`src/rtl/caravel_hkspi_pkg.sv`:
```
// Shared definitions for the housekeeping SPI slave: command/state encodings,
// register map constants, the cfg reset vector and the read-mux helper.
package caravel_hkspi_pkg;

  localparam logic [11:0] MFGR_ID  = 12'h456;
  localparam logic [7:0]  PROD_ID  = 8'h20;
  localparam logic [31:0] MASK_REV = 32'h0;

  typedef enum logic [1:0] {
    CMD_NOP = 2'b00,
    CMD_RD  = 2'b01,
    CMD_WR  = 2'b10,
    CMD_RW  = 2'b11
  } cmd_e;

  typedef enum logic [1:0] {
    ST_IDLE,
    ST_CMD,
    ST_ADDR,
    ST_DATA
  } state_e;

  localparam logic [7:0] ADDR_PROD_ID   = 8'h03;
  localparam logic [7:0] ADDR_EXT_RESET = 8'h0B;
  localparam logic [7:0] ADDR_CFG_FIRST = 8'h08;
  localparam logic [7:0] ADDR_CFG_LAST  = 8'h12;

  localparam int CFG_REGS      = 11;
  localparam int EXT_RESET_BIT = 24;  // reg 0x0B bit 0 inside the packed cfg vector

  localparam logic [87:0] CFG_RESET = 88'h04_12_03_FF_EF_FF_00_00_00_01_02;

  function automatic logic [7:0] read_reg(input logic [7:0] addr, input logic [87:0] cfg);
    logic [7:0] data;
    data = 8'h00;
    case (addr)
      8'h01:        data = {4'h0, MFGR_ID[11:8]};
      8'h02:        data = MFGR_ID[7:0];
      ADDR_PROD_ID: data = PROD_ID;
      8'h04:        data = MASK_REV[31:24];
      8'h05:        data = MASK_REV[23:16];
      8'h06:        data = MASK_REV[15:8];
      8'h07:        data = MASK_REV[7:0];
      default:      data = 8'h00;
    endcase
    for (int i = 0; i < CFG_REGS; i++) begin
      if (addr == ADDR_CFG_FIRST + 8'(i)) data = cfg[i*8 +: 8];
    end
    return data;
  endfunction

endpackage

```
`src/rtl/caravel_hkspi_sync.sv`:
```
// Two-flop synchronizer followed by a two-sample agreement filter; reports the
// filtered level and a one-clock pulse whenever that level changes.
module hkspi_sync #(
  parameter logic RESET_VAL = 1'b0
) (
  input  logic clock,
  input  logic reset,
  input  logic d,
  output logic level,
  output logic changed
);

  logic meta_q, meta_d;
  logic sync_q, sync_d;
  logic hist_q, hist_d;
  logic level_q, level_d;
  logic changed_q, changed_d;

  // A pulse shorter than two clocks never shows in both sync_q and hist_q.
  always_comb begin
    meta_d    = d;
    sync_d    = meta_q;
    hist_d    = sync_q;
    level_d   = (sync_q == hist_q) ? sync_q : level_q;
    changed_d = (level_d != level_q);
  end

  always_ff @(posedge clock) begin
    // NOTE: non-blocking assignments so every flop samples pre-edge values.
    if (reset) begin
      meta_q    <= RESET_VAL;
      sync_q    <= RESET_VAL;
      hist_q    <= RESET_VAL;
      level_q   <= RESET_VAL;
      changed_q <= 1'b0;
    end else begin
      meta_q    <= meta_d;
      sync_q    <= sync_d;
      hist_q    <= hist_d;
      level_q   <= level_d;
      changed_q <= changed_d;
    end
  end

  assign level   = level_q;
  assign changed = changed_q;

endmodule

```
`src/rtl/caravel_hkspi.sv`:
```
// Housekeeping SPI slave, oversampled by clock. Define HKSPI_RW_STREAM_EN to make
// command 11 read-then-write; otherwise command 11 is a plain read stream.
module caravel_hkspi
  import caravel_hkspi_pkg::*;
(
  input  logic        clock,
  input  logic        reset,
  input  logic        sck,
  input  logic        csb,
  input  logic        sdi,
  output logic        sdo,
  output logic        sdo_oe,
  output logic        ext_reset,
  output logic [87:0] cfg
);

  logic sck_lvl, sck_chg, csb_lvl, csb_chg;
  logic sck_rise, sck_fall, csb_fall;

  hkspi_sync #(.RESET_VAL(1'b0)) u_sck_sync (
    .clock  (clock),
    .reset  (reset),
    .d      (sck),
    .level  (sck_lvl),
    .changed(sck_chg)
  );

  hkspi_sync #(.RESET_VAL(1'b1)) u_csb_sync (
    .clock  (clock),
    .reset  (reset),
    .d      (csb),
    .level  (csb_lvl),
    .changed(csb_chg)
  );

  assign sck_rise = sck_chg & sck_lvl;
  assign sck_fall = sck_chg & ~sck_lvl;
  assign csb_fall = csb_chg & ~csb_lvl;

  logic        sdi_meta_q, sdi_meta_d;
  logic        sdi_sync_q, sdi_sync_d;
  state_e      state_q, state_d;
  logic [2:0]  bit_cnt_q, bit_cnt_d;
  logic [7:0]  shift_in_q, shift_in_d;
  cmd_e        cmd_q, cmd_d;
  logic [7:0]  addr_q, addr_d;
  logic [7:0]  shift_out_q, shift_out_d;
  logic        sdo_q, sdo_d;
  logic        sdo_oe_q, sdo_oe_d;
  logic [87:0] cfg_q, cfg_d;
  logic        ext_reset_q, ext_reset_d;

  logic [7:0] in_byte;
  logic [7:0] rd_byte;
  logic       rd_en;
  logic       wr_en;

  assign rd_en = (cmd_q == CMD_RD) || (cmd_q == CMD_RW);
`ifdef HKSPI_RW_STREAM_EN
  assign wr_en = (cmd_q == CMD_WR) || (cmd_q == CMD_RW);
`else
  assign wr_en = (cmd_q == CMD_WR);
`endif

  always_comb begin
    // NOTE: every _d gets its default first, so no path infers a latch.
    sdi_meta_d  = sdi;
    sdi_sync_d  = sdi_meta_q;
    state_d     = state_q;
    bit_cnt_d   = bit_cnt_q;
    shift_in_d  = shift_in_q;
    cmd_d       = cmd_q;
    addr_d      = addr_q;
    shift_out_d = shift_out_q;
    sdo_d       = sdo_q;
    sdo_oe_d    = sdo_oe_q;
    cfg_d       = cfg_q;
    ext_reset_d = cfg_q[EXT_RESET_BIT];
    in_byte     = {shift_in_q[6:0], sdi_sync_q};
    rd_byte     = read_reg(addr_q, cfg_q);

    if (csb_lvl) begin
      state_d   = ST_IDLE;
      bit_cnt_d = 3'd0;
      sdo_d     = 1'b0;
      sdo_oe_d  = 1'b0;
    end else if (csb_fall) begin
      state_d   = ST_CMD;
      bit_cnt_d = 3'd0;
    end else if (state_q != ST_IDLE) begin
      if (sck_rise) begin
        shift_in_d = in_byte;
        bit_cnt_d  = bit_cnt_q + 3'd1;
        if (bit_cnt_q == 3'd7) begin
          case (state_q)
            ST_CMD: begin
              cmd_d   = cmd_e'(in_byte[7:6]);
              state_d = ST_ADDR;
            end
            ST_ADDR: begin
              addr_d  = in_byte;
              state_d = ST_DATA;
            end
            ST_DATA: begin
              if (wr_en && addr_q >= ADDR_CFG_FIRST && addr_q <= ADDR_CFG_LAST) begin
                for (int i = 0; i < CFG_REGS; i++) begin
                  if (addr_q == ADDR_CFG_FIRST + 8'(i))
                    cfg_d[i*8 +: 8] = (addr_q == ADDR_EXT_RESET) ? {7'b0, in_byte[0]} : in_byte;
                end
              end
              addr_d = addr_q + 8'd1;
            end
            default: state_d = ST_IDLE;
          endcase
        end
      end else if (sck_fall && state_q == ST_DATA && rd_en) begin
        // bit_cnt of 0 on a falling edge means a fresh byte starts here.
        if (bit_cnt_q == 3'd0) begin
          sdo_d       = rd_byte[7];
          shift_out_d = {rd_byte[6:0], 1'b0};
          sdo_oe_d    = 1'b1;
        end else begin
          sdo_d       = shift_out_q[7];
          shift_out_d = {shift_out_q[6:0], 1'b0};
        end
      end
    end
  end

  always_ff @(posedge clock) begin
    if (reset) begin
      sdi_meta_q  <= 1'b0;
      sdi_sync_q  <= 1'b0;
      state_q     <= ST_IDLE;
      bit_cnt_q   <= 3'd0;
      shift_in_q  <= 8'h00;
      cmd_q       <= CMD_NOP;
      addr_q      <= 8'h00;
      shift_out_q <= 8'h00;
      sdo_q       <= 1'b0;
      sdo_oe_q    <= 1'b0;
      // NOTE: cfg is plain flop state, not a RAM, so it reloads its reset image.
      cfg_q       <= CFG_RESET;
      ext_reset_q <= 1'b0;
    end else begin
      sdi_meta_q  <= sdi_meta_d;
      sdi_sync_q  <= sdi_sync_d;
      state_q     <= state_d;
      bit_cnt_q   <= bit_cnt_d;
      shift_in_q  <= shift_in_d;
      cmd_q       <= cmd_d;
      addr_q      <= addr_d;
      shift_out_q <= shift_out_d;
      sdo_q       <= sdo_d;
      sdo_oe_q    <= sdo_oe_d;
      cfg_q       <= cfg_d;
      ext_reset_q <= ext_reset_d;
    end
  end

  assign sdo       = sdo_q;
  assign sdo_oe    = sdo_oe_q;
  assign ext_reset = ext_reset_q;
  assign cfg       = cfg_q;

endmodule

```
`config.mk`:
```
export PLATFORM = sky130hd
export DESIGN_NAME = caravel_hkspi
export DESIGN_NICKNAME = d
export VERILOG_FILES = /design/src/rtl/caravel_hkspi_pkg.sv /design/src/rtl/caravel_hkspi_sync.sv /design/src/rtl/caravel_hkspi.sv
export SDC_FILE = /design/constraint.sdc
export NUM_CORES = 1
export LEC_CHECK = 0
export ABC_AREA = 1
export BUFFER_PORTS_ARGS = -buffer_cell sky130_fd_sc_hd__buf_2
export CORE_UTILIZATION = 50
export DETAILED_ROUTE_END_ITERATION = 10
export HOLD_SLACK_MARGIN = 0.05
export MAX_ROUTING_LAYER = met4
export PLACE_DENSITY = 0.72
export REMOVE_ABC_BUFFERS = 1
export SLEW_MARGIN = 30
export SYNTH_ARGS = -nofsm -noshare
export SYNTH_HDL_FRONTEND = slang
export SYNTH_HIERARCHICAL = 1
export SYNTH_SLANG_ARGS = --single-unit
```
`constraint.sdc`:
```
create_clock -name clock -period 2.5 [get_ports clock]
set_input_delay 0.5 -clock clock [delete_from_list [all_inputs] [get_ports clock]]
set_output_delay 0.5 -clock clock [all_outputs]
set_load 0.01 [all_outputs]
```
Word-level counts from Yosys, hierarchy flattened --
Index checks and enable logic that the tools add are counted.
Storage, ports and cells: register bits 126, input bits 5
Cells by class: $add $sub $neg 2, order comparisons 2, eq/ne operators 26, muxes and demuxes 23, bitwise gates (word level) 8, reduce and logical (&&, ||, !) cells 33
Operator list (number):
- $mux W8 | 13
- $reduce_and A8 Y1 | 11
- $eq A8 B4 Y1 const B | 8
- $eq A8 B5 Y1 const B | 3
- $pmux W7 S3 | 1
- $eq A8 B2 Y1 const B | 2
- $pmux W8 S2 | 1
- $reduce_and A4 Y1 | 4
- $reduce_and A6 Y1 | 2
- $reduce_and A5 Y1 | 2
- $reduce_bool A2 Y1 | 5
- $add A8 B1 Y8 const B | 1
- $eq A2 B2 Y1 const B | 4
- $eq A8 B1 Y1 const B | 1
- $ge A8 B4 Y1 const B | 1
- $le A8 B5 Y1 const B | 1
- $mux W1 | 7
- $pmux W2 S3 | 1
- $not A1 Y1 | 5
- $eq A2 B1 Y1 const B | 2
- $logic_and A1 B1 Y1 | 4
- $add A3 B1 Y3 const B | 1
- $and A1 B1 Y1 | 3
- $eq A3 B3 Y1 const B | 1
- other kinds (8) | 10

Longest topological paths before layout --
depth after elaboration 14, gate-level depth with buffers 18

By module --
The synthesis kept the hierarchy.
By module, submodules not included:
- caravel_hkspi | instances 1, cells an instance 774, area each 5634.2 sq um, sequential area each 2302.2 sq um
- hkspi_sync (u_sck_sync) | instances 1, cells an instance 24, area each 175.2 sq um, sequential area each 100.1 sq um
- hkspi_sync (u_csb_sync) | instances 1, cells an instance 22, area each 172.7 sq um, sequential area each 100.1 sq um

Worst setup path after synthesis --
No wires, ideal clock.
path kind reg2reg, start reg addr_q[0], end reg shift_out_q[1], library setup time 0.130 ns, arrival 1.870 ns, path slack 0.500 ns, stages on the path, launching flop included 19, path through dfxtp_1 > inv_1 > ha_1 > nand3_1 > nor2_1 > inv_1 > buf_2 > nor2_1 > nor2_1 > nand2_1 > nand3_1 > nand2_1 > nand2_1 > nand2_1 > nand2_1 > nand2_1 > nand2_1 > nand2_1 > a21oi_1
On the way: cells in the longest elaborated chain, start to end 13
RTL lines:
- from (decl) | RTL line caravel_hkspi.sv:46 | logic [7:0] addr_q, addr_d;
- from (signal assigned) | RTL line caravel_hkspi.sv:152 | addr_q <= addr_d;
- $eq A8 B4 Y1 | RTL line caravel_hkspi_pkg.sv:47 | if (addr == ADDR_CFG_FIRST + 8'(i)) data = cfg[i*8 +: 8];
- $mux W8 (10 in series) | RTL line caravel_hkspi_pkg.sv:47
- $mux W8 (*) | RTL line caravel_hkspi_pkg.sv:47
- $mux W8 (*) | RTL line caravel_hkspi.sv:118 | if (bit_cnt_q == 3'd0) begin
- to (signal assigned) | RTL line caravel_hkspi.sv:153 | shift_out_q <= shift_out_d;
- to (decl) | RTL line caravel_hkspi.sv:47 | logic [7:0] shift_out_q, shift_out_d;
Every way passes the cells marked *; elsewhere a longest branch is shown, timed or not. A chain may end at the register's enable or synchronous reset.

Worst setup path in the final report --
start reg addr_q[1], end reg shift_out_q[3]
On the way: cells in the longest elaborated chain, start to end 14
RTL lines:
- $eq A8 B2 Y1 or $eq A8 B1 Y1 (tied branches) | RTL line caravel_hkspi_pkg.sv:36 | case (addr)
- $pmux W7 S3 | RTL line caravel_hkspi_pkg.sv:36
- $mux W8 (10 in series) | RTL line caravel_hkspi_pkg.sv:47
- $mux W8 (*) | RTL line caravel_hkspi_pkg.sv:47
- $mux W8 (*) | RTL line caravel_hkspi.sv:118
Marks and branches as above.

==> impl_results.md <==
* Status: complete, but fails checks
* Violated checks: DRC
* Global routing's busiest layer: met2
* CP max FO at 6
* CTS H-Tree Depth at 4
* Synth area leaders: dfxtp_1 42%, nand2_1 12%, nor2_1 6.2%
* Fin crit share at a little over nine tenths
* Setup CP Type: reg -> reg
* Number of global-route vias before repair at just over 5000
* Crit path launch type: register
* Drt pass-1 iters at 8
* Total GRT Usage at around 28%
* Via count at roughly 5700
* Slew margin rel. at approximately 56%
* Worst Clk Skew at 7.081 ps
* # hold bufs at CTS at 0
* Clock sink total at approximately 130
* Core area at roughly 12000 µm²
* Met1 Use GR at between 30% and 40%
* Fin. max-slew vios at 0
* Crit-path slowest cell: dfxtp_1
* Drt initial violations at 520
* Routed Antenna Nets at 0
* R2r startpoint: addr_q[1]
* Row count at 39
* Avg Cell Area, Syn at between 7 and 8 µm²
* Die height at 111.4 µm
* DRC at 22
* Post-synth top area share at 41.83%
* Largest net degree at the start of global routing at a little under 60
* Max_cap viols at 0
* Total Neg Setup Slack at 0 ps
* Overflow after GRT at 0
* Antenna cells at 0
* Sequential area share after synthesis at 41.83%
* Initial antenna violation count at 0
* Full die area at 12410 µm²
* Final Cell Area at between 7000 and 8000 µm²
* Synth unique cells at 40
* Final Hold Viols at 0
* I/O pins at 96
* CTS buffer count at 17
* PD cells at just over 600 nW/µm²
* GRT met2 Usage at 42.25%
* Longest Clk Path Bufs at 2
* Grt met3 use at about 7.3%
* Final net count at between 900 and 1000
* Detailed placement HPWL at approximately 11000 µm
* CTS tree: built
* CP endpoint kind: register
* Max rail drop VDD at ~0.00045 V
* Slew @ Worst Pin at between 600 and 700 ps
* Min cycle time layout at roughly 2400 ps
* DR vias/cell at about 5.3
* Post-synth top area cell: dfxtp_1
* Mapped Cells at 820
* Yosys reg bits at 125
* Area grow syn2layout at 19.08%
* Starting density of the core at approximately half
* Layout cells sized above 1 at ~20%
* First-pass GRT wire length at around 26000 µm
* Fmax at 423.8 MHz
* Clk_lat worst skew at 420 ps
* Fillers at between 1000 and 1500
* Area of the multi-input gates at just under 3000 µm²
* Critical Path RT at 2850 ps
* YS warnings at 6
* Critical Path Source: addr_q[1]
* Final setup viols at 0
* Worst EP arrival at between 2000 and 3000 ps
* Clk pin slew, worst setup/hold paths at around 50 ps
* Hold WS at approximately 260 ps
* Register area at between 2000 and 3000 µm²
* Worst path most repeated cell: nand2_1
* Syn Std Cell Area at approximately 6000 µm²
* Leakage at 3.358 nW
* Placed Instance Area at ~6600 µm²
* GPL Wtd Cong at approximately 0.92
* RSZ-0062 raised after global routing: false
* DRT Wirelength at about 16000 µm
* Avg WL per Cell at about 15 µm
* Die width at between 100 and 150 µm
* Max incr delay on CP at ~450 ps
* CP Cell Sequence: inv_1 -> ha_1 -> nand3_2 -> nor2_2 -> nand2_1 -> nand2_1 -> o21ai_0 -> nand2_1 -> nand2_1 -> nand2_1 -> nand2_1 -> nand2_1 -> nand2_1 -> nand2_1 -> nand2_1 -> nand2_1 -> a21oi_1
* Hold_sp: csb
* IO Port Bufs at between 80 and 90
* Hold WC Path Type: in -> reg
* Root buffer cell: clkbuf_16
==> worst paths after layout <==
| path | to | slack, ps | cells after the start |
|---|---|---|---|
| min | u_csb_sync/meta_q | 260 | 2 |
| max reg2reg | shift_out_q[3] | 140 | 17 |
| max | shift_out_q[3] | 140 | 17 |
| min reg2reg | u_sck_sync/hist_d | 400 | 2 |
==> logic make-up after synthesis <==
family	count (synthesis)	synth area share, %
other cells	1	0.06269
flops	125	41.83
xor+xnor	2	0.2929
buf+inv	127	9.119
simple gates	354	25.33
compound gates	199	20.85
fa+ha+maj	12	2.510
==> final cells by class <==
type	count	area share [%]
multi-input combinational	574	41.75
sequential	125	35.13
timing repair buffer	109	8.396
clock buffer	23	6.710
inverter	86	4.585
tap	143	2.512
clock inverter	7	0.9134
==> worst max-delay path, delay by kind of cell, from the launching register on <==
kind,cells,cell delay [ps]
fa+ha+maj,1,260
buf+inv,1,180
simple gates,13,1010
compound gates,2,400
flops,1,450
==> state kept, by name, summed over array words and instances (netlist names), 2 cells and up <==
register	count
cfg	81
bit_cnt_q	3
cmd_q	2
addr_q	8
shift_in_q	7
shift_out_q	7
state_q	2
==> cell usage in the layout (no fill, tap or decap), types with 5 or more instances in the layout <==
| master | n |
|---|---|
| a211oi_1 | 36 |
| a211oi_2 | 6 |
| a21oi_1 | 68 |
| buf_2 | 88 |
| buf_4 | 21 |
| clkbuf_16 | 17 |
| clkinv_2 | 5 |
| conb_1 | 7 |
| dfxtp_1 | 125 |
| ha_1 | 12 |
| inv_1 | 74 |
| inv_2 | 9 |
| nand2_1 | 185 |
| nand3_1 | 29 |
| nor2_1 | 98 |
| nor2_2 | 5 |
| nor2_4 | 5 |
| nor3_1 | 9 |
| nor3_2 | 5 |
| o211ai_1 | 29 |
| o21ai_0 | 47 |
| or2_2 | 8 |
==> routing by layer <==
layer / up-vias / share of wire [%]
li1: 2907 / -
met1: 2524 / 45
met2: 214 / 45
met3: 39 / 6.8
met4: 0 / 2.9
met5: - / 0
==> metrics by stage <==
stage,std cells,util (%),setup WS (ps),power [mW]
after global routing,1067,61.85,3.818,4.464
after CTS,1067,61.70,68.88,4.357
after global placement,1037,56.99,89.34,2.102
after floorplan,785,-,282.5,2.069
after detailed placement,1037,56.99,80.24,2.102
final,1067,61.85,140.5,4.335
==> cells in the mapped netlist <==
master / number
a211oi_1: 36
a211oi_2: 6
a21oi_1: 68
a21oi_4: 1
a221oi_1: 2
a311oi_1: 1
a31oi_1: 2
a31oi_2: 1
and3_1: 1
buf_2: 7
buf_4: 15
clkbuf_1: 19
clkinv_1: 1
clkinv_2: 1
conb_1: 1
dfxtp_1: 125
ha_1: 12
inv_1: 77
inv_2: 6
inv_4: 1
nand2_1: 185
nand2_2: 1
nand3_1: 30
nand3b_1: 1
nand4_1: 1
nand4_4: 1
nor2_1: 99
nor2_2: 4
nor2_4: 5
nor3_1: 11
nor3_2: 3
nor3_4: 1
nor4_1: 3
o211ai_1: 29
o21a_1: 3
o21ai_0: 47
o21ai_1: 2
o221ai_1: 1
or2_2: 8
xor2_1: 2
==> what timing repair did <==
item	in CTS	in global routing
setup buffers	0	0
resized for setup	0	7
endpoints found under the setup margin	0	8
==> power breakdown <==
group	internal (mW)	switching, mW	leakage (nW)
combinational	0.0115	0.0458	2.08
clock	1.42	0.851	0.265
sequential	2.00	0.00350	1.01
total	3.43	0.900	3.36
No activity file was read; power rests on OpenSTA's default activity.
